<file path="config.mk">
export PLATFORM = sky130hd
export DESIGN_NAME = ad5722_spi_responder_flat
export DESIGN_NICKNAME = d
export VERILOG_FILES = /design/src/rtl/ad5722_spi_responder_pkg.sv /design/src/rtl/ad5722_spi_responder_if.sv /design/src/rtl/ad5722_spi_responder_sync_edge.sv /design/src/rtl/ad5722_spi_responder.sv /design/src/flat_wrapper.sv
export SDC_FILE = /design/constraint.sdc
export NUM_CORES = 1
export LEC_CHECK = 0
export ABC_AREA = 0
export ABC_CLOCK_PERIOD_IN_PS = 5100
export BUFFER_PORTS_ARGS = -buffer_cell sky130_fd_sc_hd__buf_2
export CORE_MARGIN = 2
export CORE_UTILIZATION = 45
export CTS_CLUSTER_SIZE = 12
export DETAILED_ROUTE_END_ITERATION = 8
export HOLD_SLACK_MARGIN = 0.12
export PLACE_DENSITY = 0.64
export SETUP_SLACK_MARGIN = 0.15
export SYNTH_ARGS = -nofsm -noshare
export SYNTH_HDL_FRONTEND = slang
export SYNTH_SLANG_ARGS = --single-unit
</file>
<file path="constraint.sdc">
create_clock -name clk_in -period 5.1 [get_ports clk_in]
set_clock_uncertainty 0.15 [all_clocks]
set_input_delay 0.51 -clock clk_in [delete_from_list [all_inputs] [get_ports clk_in]]
set_output_delay 0.51 -clock clk_in [all_outputs]
set_load 0.01 [all_outputs]
</file>
<file path="src/rtl/ad5722_spi_responder_pkg.sv">
// Shared definitions for the 24-bit DAC command protocol, used by both the
// DAC controller (command builder) and the SPI responder (decoder).
package ad5722_spi_responder_pkg;

  localparam int FRAME_W = 24;
  localparam int DATA_W  = 20;
  localparam int ADDR_W  = 3;
  localparam int RW_BIT  = 23;
  localparam int CNT_W   = 5;

  localparam logic [CNT_W-1:0]  FRAME_CNT = 5'd24;
  localparam logic [ADDR_W-1:0] ADDR_DAC  = 3'b001;
  localparam logic [ADDR_W-1:0] ADDR_CTRL = 3'b010;

  typedef enum logic [1:0] {
    ST_IDLE  = 2'd0,
    ST_SHIFT = 2'd1,
    ST_END   = 2'd2
  } state_t;

  function automatic logic [FRAME_W-1:0] make_cmd(
    input logic              rw,
    input logic [ADDR_W-1:0] addr,
    input logic [DATA_W-1:0] data
  );
    return {rw, addr, data};
  endfunction

endpackage

</file>
<file path="src/rtl/ad5722_spi_responder_if.sv">
// SPI bus between the DAC controller (master) and the responder (slave).
interface ad5722_spi_responder_if;
  // Frame protocol: scs low brackets a frame; sck idles low; the master changes
  // sdi on sck rising edges and the responder samples it on sck falling edges,
  // MSB first. The responder presents sdo on scs fall and advances it on each
  // sck rising edge; the master samples sdo just before raising sck.
  logic spi_scs_in;
  logic spi_sck_in;
  logic spi_sdi_in;
  logic spi_sdo_out;

  modport master (
    output spi_scs_in,
    output spi_sck_in,
    output spi_sdi_in,
    input  spi_sdo_out
  );

  modport slave (
    input  spi_scs_in,
    input  spi_sck_in,
    input  spi_sdi_in,
    output spi_sdo_out
  );
endinterface

</file>
<file path="src/rtl/ad5722_spi_responder_sync_edge.sv">
// Two-flop synchronizer with a history flop for rise/fall pulse detection.
module sync_edge (
  input  logic clk,
  input  logic d,
  output logic level,
  output logic rise,
  output logic fall
);

  // Left unreset so a reset taken mid-frame does not fabricate a fresh
  // chip-select edge from the still-low pin.
  logic meta;
  logic sync;
  logic hist;

  always_ff @(posedge clk) begin
    meta <= d;
    sync <= meta;
    hist <= sync;
  end

  assign level = sync;
  assign rise  = sync & ~hist;
  assign fall  = ~sync & hist;

endmodule

</file>
<file path="src/rtl/ad5722_spi_responder.sv">
// SPI responder emulating the DAC: decodes 24-bit command frames into register
// writes, supports readback on SDO, and models the LDAC/CLR output register.
module ad5722_spi_responder
  import ad5722_spi_responder_pkg::*;
#(
  parameter logic [DATA_W-1:0] CTRL_RESET      = 20'h00000,
  parameter int                MIN_HALF_PERIOD = 2
) (
  input  logic                 clk_in,
  input  logic                 rst_in,
  ad5722_spi_responder_if.slave spi,
  input  logic                 ldac_in,
  input  logic                 clr_in,
  output logic [DATA_W-1:0]    dac_in_reg_out,
  output logic [DATA_W-1:0]    dac_out,
  output logic [DATA_W-1:0]    ctrl_out,
  output logic                 frame_valid_out,
  output logic [ADDR_W-1:0]    frame_addr_out,
  output logic                 frame_err_out,
  output state_t               state_dbg
);

  logic scs_level, scs_rise, scs_fall;
  logic sck_level, sck_rise, sck_fall;
  logic sdi_level, sdi_rise, sdi_fall;
  logic ldac_level, ldac_rise, ldac_fall;
  logic clr_level, clr_rise, clr_fall;

  sync_edge u_sync_scs (
    .clk(clk_in), .d(spi.spi_scs_in),
    .level(scs_level), .rise(scs_rise), .fall(scs_fall)
  );
  sync_edge u_sync_sck (
    .clk(clk_in), .d(spi.spi_sck_in),
    .level(sck_level), .rise(sck_rise), .fall(sck_fall)
  );
  sync_edge u_sync_sdi (
    .clk(clk_in), .d(spi.spi_sdi_in),
    .level(sdi_level), .rise(sdi_rise), .fall(sdi_fall)
  );
  sync_edge u_sync_ldac (
    .clk(clk_in), .d(ldac_in),
    .level(ldac_level), .rise(ldac_rise), .fall(ldac_fall)
  );
  sync_edge u_sync_clr (
    .clk(clk_in), .d(clr_in),
    .level(clr_level), .rise(clr_rise), .fall(clr_fall)
  );

  logic unused_sync;
  assign unused_sync = ^{scs_level, sck_level, sdi_rise, sdi_fall,
                         ldac_rise, ldac_fall, clr_rise, clr_fall};

  state_t             state;
  state_t             state_next;
  logic               start;
  logic               shift_en;
  logic               sdo_adv;
  logic               frame_end;
  logic               commit;

  logic [FRAME_W-1:0] shreg;
  logic [CNT_W-1:0]   bit_cnt;
  logic [FRAME_W-1:0] rb_word;
  logic               rb_valid;
  logic [FRAME_W-1:0] sdo_sh;
  logic [CNT_W-1:0]   sdo_left;
  logic [ADDR_W-1:0]  frame_addr;
  logic [DATA_W-1:0]  frame_data;
  logic [DATA_W-1:0]  rb_data;
  logic [7:0]         sck_gap;

  assign frame_addr = shreg[RW_BIT-1 -: ADDR_W];
  assign frame_data = shreg[DATA_W-1:0];
  assign state_dbg  = state;

  always_ff @(posedge clk_in) begin
    if (rst_in) begin
      state <= ST_IDLE;
    end else begin
      state <= state_next;
    end
  end

  // A shift and a frame end seen in the same sample both happen: the shift
  // lands in shreg on this edge and the commit reads it one cycle later.
  always_comb begin
    state_next = state;
    start      = 1'b0;
    shift_en   = 1'b0;
    sdo_adv    = 1'b0;
    frame_end  = 1'b0;
    commit     = 1'b0;
    case (state)
      ST_IDLE: begin
        if (scs_fall) begin
          start      = 1'b1;
          state_next = ST_SHIFT;
        end
      end
      ST_SHIFT: begin
        shift_en = sck_fall;
        sdo_adv  = sck_rise && (sdo_left != '0);
        if (scs_rise) begin
          frame_end  = 1'b1;
          state_next = ST_END;
        end
      end
      ST_END: begin
        commit     = 1'b1;
        state_next = ST_IDLE;
      end
      default: state_next = ST_IDLE;
    endcase
  end

  always_comb begin
    rb_data = '0;
    case (frame_addr)
      ADDR_DAC:  rb_data = dac_in_reg_out;
      ADDR_CTRL: rb_data = ctrl_out;
      default:   rb_data = '0;
    endcase
  end

  always_ff @(posedge clk_in) begin
    if (rst_in) begin
      shreg           <= '0;
      bit_cnt         <= '0;
      rb_word         <= '0;
      rb_valid        <= 1'b0;
      sdo_sh          <= '0;
      sdo_left        <= '0;
      dac_in_reg_out  <= '0;
      ctrl_out        <= CTRL_RESET;
      frame_valid_out <= 1'b0;
      frame_err_out   <= 1'b0;
      frame_addr_out  <= '0;
    end else begin
      frame_valid_out <= 1'b0;
      frame_err_out   <= 1'b0;

      // A pending readback word is handed to the SDO shifter at the start of
      // the next frame; the MSB is visible before the first sck rise.
      if (start) begin
        bit_cnt <= '0;
        shreg   <= '0;
        if (rb_valid) begin
          sdo_sh   <= rb_word;
          sdo_left <= FRAME_CNT;
          rb_valid <= 1'b0;
          rb_word  <= '0;
        end
      end

      if (shift_en) begin
        shreg <= {shreg[FRAME_W-2:0], sdi_level};
        if (bit_cnt != '1) begin
          bit_cnt <= bit_cnt + 1'b1;
        end
      end

      if (sdo_adv) begin
        sdo_sh   <= {sdo_sh[FRAME_W-2:0], 1'b0};
        sdo_left <= sdo_left - 1'b1;
      end

      if (frame_end) begin
        sdo_left <= '0;
      end

      if (commit) begin
        if (bit_cnt == FRAME_CNT) begin
          frame_valid_out <= 1'b1;
          frame_addr_out  <= frame_addr;
          if (shreg[RW_BIT]) begin
            rb_word  <= {1'b1, frame_addr, rb_data};
            rb_valid <= 1'b1;
          end else begin
            case (frame_addr)
              ADDR_DAC:  dac_in_reg_out <= frame_data;
              ADDR_CTRL: ctrl_out       <= frame_data;
              default: ;
            endcase
          end
        end else begin
          frame_err_out <= 1'b1;
          rb_valid      <= 1'b0;
          rb_word       <= '0;
        end
      end
    end
  end

  assign spi.spi_sdo_out = (sdo_left != '0) & sdo_sh[FRAME_W-1];

  // Clear dominates; a low LDAC (including its falling edge) copies the
  // input register through with one cycle of delay; otherwise hold.
  always_ff @(posedge clk_in) begin
    if (rst_in) begin
      dac_out <= '0;
    end else if (!clr_level) begin
      dac_out <= '0;
    end else if (!ldac_level) begin
      dac_out <= dac_in_reg_out;
    end
  end

  // Cycles since the last synchronized sck edge, to catch a master that
  // clocks faster than the synchronizers can follow.
  always_ff @(posedge clk_in) begin
    if (rst_in) begin
      sck_gap <= '1;
    end else if (sck_rise || sck_fall) begin
      assert ((state != ST_SHIFT) || (int'(sck_gap) >= MIN_HALF_PERIOD));
      sck_gap <= 8'd1;
    end else if (sck_gap != '1) begin
      sck_gap <= sck_gap + 1'b1;
    end
  end

endmodule

</file>
<file path="src/flat_wrapper.sv">
// flat-port wrapper written by rule: the top's interface ports become plain ports
module ad5722_spi_responder_flat import ad5722_spi_responder_pkg::*;
#(
  parameter logic [DATA_W-1:0] CTRL_RESET      = 20'h00000,
  parameter int                MIN_HALF_PERIOD = 2
)
  (clk_in, rst_in, ldac_in, clr_in, dac_in_reg_out, dac_out, ctrl_out, frame_valid_out, frame_addr_out, frame_err_out, state_dbg, spi_spi_scs_in, spi_spi_sck_in, spi_spi_sdi_in, spi_spi_sdo_out);
  ad5722_spi_responder_if spi_i ();
  input  logic clk_in;
  input  logic rst_in;
  input  logic ldac_in;
  input  logic clr_in;
  output logic [DATA_W-1:0] dac_in_reg_out;
  output logic [DATA_W-1:0] dac_out;
  output logic [DATA_W-1:0] ctrl_out;
  output logic frame_valid_out;
  output logic [ADDR_W-1:0] frame_addr_out;
  output logic frame_err_out;
  output state_t state_dbg;
  input wire logic [$bits(spi_i.spi_scs_in)-1:0] spi_spi_scs_in;
  input wire logic [$bits(spi_i.spi_sck_in)-1:0] spi_spi_sck_in;
  input wire logic [$bits(spi_i.spi_sdi_in)-1:0] spi_spi_sdi_in;
  output wire logic [$bits(spi_i.spi_sdo_out)-1:0] spi_spi_sdo_out;
  assign spi_i.spi_scs_in = spi_spi_scs_in;
  assign spi_i.spi_sck_in = spi_spi_sck_in;
  assign spi_i.spi_sdi_in = spi_spi_sdi_in;
  assign spi_spi_sdo_out = spi_i.spi_sdo_out;
  ad5722_spi_responder #(.CTRL_RESET(CTRL_RESET), .MIN_HALF_PERIOD(MIN_HALF_PERIOD)) u_core (.clk_in(clk_in), .rst_in(rst_in), .spi(spi_i), .ldac_in(ldac_in), .clr_in(clr_in), .dac_in_reg_out(dac_in_reg_out), .dac_out(dac_out), .ctrl_out(ctrl_out), .frame_valid_out(frame_valid_out), .frame_addr_out(frame_addr_out), .frame_err_out(frame_err_out), .state_dbg(state_dbg));
endmodule
</file>
==> reports/summary.txt <==
TritonCTS clock tree = built
Ports = 75
worst-skew pair later-pin latency = 0.42 ns
Routed Wire Length = 14.28 mm
dpl hpwl = 8.952 mm
Setup crit start kind = flop
nets = 720
status = completed
register bit total from synthesis = 162
first-pass GRT wire length = 23.41 mm
pin count of the biggest net entering global routing = 108
crit path time final = 2.669 ns
crit path capture type = flop
Pwr Density = 363.0 nW/um^2
utilization after layout = 0.5507
Residual DRC = 0
fmax = 374.7 MHz
Post-Syn Nets = 664
CP Class = flop to flop
Die H = 118.9 microns
Critical Path RT = 5.23 ns
Hold Vio Cnt, Final = 0
Syn-to-layout area delta = 18.43%
Hold-fix buffers, CTS = 5
CTS sink cnt = 162
max_slew headroom = 0.2661
Die ar. = 14,130 sq um
PortBufs = 74
DRT Pass-1 Iters = 5
vias in the first global route = 4,559
Initial Utilization = 0.4650
GRT Total Usage = 0.2079
final worst path period share = 0.5233
cts repair resizes = 0
DRT iter0 DRCs = 366
synthesized cell area = 5939 sq um
Cell variety after synth = 41
largest fanout on the critical path = 29
Cell Rows = 41
WP data arrival = 2.79 ns
CTS root buf = clkbuf_16
antenna-violating nets left = 0
sum of negative setup slack = 0 ns
Slew Viols, Final = 0
initial antenna violation count = 0
unrepaired setup endpoints after global routing = no
GR Overflow Total = 0
Core ar. = 12,770 sq um
antenna cell count = 0
Slew @ Worst Pin = 1.098 ns
TritonCTS Buffers = 17
Avg WL per Cell = 15.97 microns
gp weighted congestion = 0.7761
clk buf depth = 2
post-CTS setup buffer count = 0
Gate Count Post-Synth = 653
sequential area share after synthesis = 0.5460
layout cells sized above 1 = 0.1648
Max-Cap Viols = 0
Lkg Pwr = 0.002664 uW
vias per cell = 5.430
DIE WIDTH = 118.9 microns
H-tree depth = 4
CTS clock-pin slew for the worst setup and hold paths = 0.06 ns
Hold WC Path Type = flop to flop
syn avg cell area = 9.096 sq um
worst IR drop on VDD = 0.2140 mV
routed vias = 4,854
Ys Warns = 0
final setup fails = 0
==> final cells by class <==
type	instances	area [sq um]
inverters	9	33.78
multi-input cells	433	2491
fillers	1150	5739
clock inverters	13	138.9
flip-flops and latches	162	3243
well taps	172	215.2
repair buffers	86	479.2
clock buffers	19	432.9
==> power by group <==
part	switching (uW)	total (uW)	internal, uW
sequential	6.49	1280	1270
combinational	33.5	50.0	16.6
clock	507	1230	719
total	547	2550	2010
==> critical path: stages, from the launching register on <==
cell and delay (ns):
dfxtp_1 0.42, nor4b_4 0.50, and2_1 0.88, nor3_2 0.20
buf_6 0.23, o2bb2ai_1 0.14
==> flip-flops by register name, indices dropped and copies added, names as in the netlist, 3 cells and up <==
| signal | cells |
|---|---|
| u_core.ctrl_out | 20 |
| u_core.shreg | 24 |
| u_core.rb_word | 24 |
| u_core.dac_out | 20 |
| u_core.sdo_sh | 24 |
| u_core.sdo_left | 5 |
| u_core.dac_in_reg_out | 20 |
| u_core.bit_cnt | 5 |
| u_core.frame_addr_out | 3 |
==> routing by layer <==
layer	vias to the layer above	global-route usage	wire length (microns)
li1	2393	-	-
met3	12	0.05795	702
met2	107	0.3139	6461
met1	2342	0.2926	6995
met4	0	0.05580	118
met5	-	0	0
==> path summary, 6_finish.rpt <==
path	to	depth (start not counted)	slack, ns	start
setup reg to reg	u_core.rb_word[14]$_SDFF_PP0_	5	2.43	u_core.state_dbg[1]$_SDFFE_PP0P_
setup / recovery	u_core.rb_word[14]$_SDFF_PP0_	5	2.43	u_core.state_dbg[1]$_SDFFE_PP0P_
hold reg to reg	u_core.u_sync_sdi.level$_DFF_P_	0	0.17	u_core.u_sync_sdi.meta$_DFF_P_
hold / removal	u_core.u_sync_sdi.level$_DFF_P_	0	0.17	u_core.u_sync_sdi.meta$_DFF_P_
==> placed cells by master, fill, tap and decap left out, drive strengths merged, types with 3 or more instances in the layout <==
master,Yosys,final
a21oi,50,50
a22o,3,3
buf,10,81
nor3,5,5
dlygate4sd3,0,5
clkinv,0,6
ha,4,4
a22oi,45,45
o2bb2ai,20,20
dfxtp,162,162
mux2i,26,26
nand2b,3,3
nand3,3,3
nor3b,3,3
nor2b,4,4
inv,9,9
nand2,137,137
a311oi,23,23
nor4b,3,3
clkinvlp,0,5
nor2,79,79
clkbuf,39,19
==> synthesized netlist by cell type <==
cell type | instances | share of area
dfxtp_1 | 162 | 0.55
nand2_1 | 137 | 0.087
nor2_1 | 79 | 0.050
a21oi_1 | 50 | 0.042
a22oi_1 | 45 | 0.057
clkbuf_1 | 39 | 0.025
mux2i_1 | 26 | 0.044
a311oi_1 | 23 | 0.034
o2bb2ai_1 | 20 | 0.029
inv_1 | 9 | 0.0057
buf_2 | 8 | 0.0067
nor3_1 | 5 | 0.0042
ha_1 | 4 | 0.0084
nor2b_1 | 4 | 0.0042
a22o_1 | 3 | 0.0044
nand2b_1 | 3 | 0.0032
nand3_1 | 3 | 0.0025
nor3b_1 | 3 | 0.0038
and2_1 | 2 | 0.0021
and4_1 | 2 | 0.0029
buf_4 | 2 | 0.0025
nand4_1 | 2 | 0.0021
nor4b_1 | 2 | 0.0029
nor4bb_1 | 2 | 0.0034
o21ai_0 | 2 | 0.0017
a211oi_1 | 1 | 0.0013
a211oi_2 | 1 | 0.0021
a31oi_1 | 1 | 0.0011
and3_1 | 1 | 0.0011
and4b_1 | 1 | 0.0017
maj3_1 | 1 | 0.0017
mux2_4 | 1 | 0.0025
nand4b_1 | 1 | 0.0015
nor4_1 | 1 | 0.0011
nor4b_4 | 1 | 0.0040
o21a_1 | 1 | 0.0013
o31ai_1 | 1 | 0.0013
or2_2 | 1 | 0.0011
or3_1 | 1 | 0.0011
or3b_1 | 1 | 0.0015
or4b_1 | 1 | 0.0017
==> cell families (layout without fill, tap and decap cells) <==
kind of cell               after synthesis  after routing  share of synthesized area
buffers and inverters                   58            127                    0.03960
and+or+nand+nor                        253            253                     0.1824
adders and majority gates                5              5                    0.01011
DFF                                    162            162                     0.5460
AOI/OAI and AO/OA                      148            148                     0.1755
muxes                                   27             27                    0.04634
==> metrics by stage <==
step	setup slack [ns]	instances	power (uW)	instance area, sq um	hold WS (ns)
3_3_place_gp	2.470	856	1351	6401	0.1600
3_5_place_dp	2.299	856	1352	6401	0.1650
2_1_floorplan	3.003	653	1338	5939	0.1596
4_1_cts	2.258	893	2569	7023	0.1782
5_1_grt	2.196	894	2627	7034	0.1835
6_report	2.431	894	2553	7034	0.1738
(Power assumes the default switching activity.)
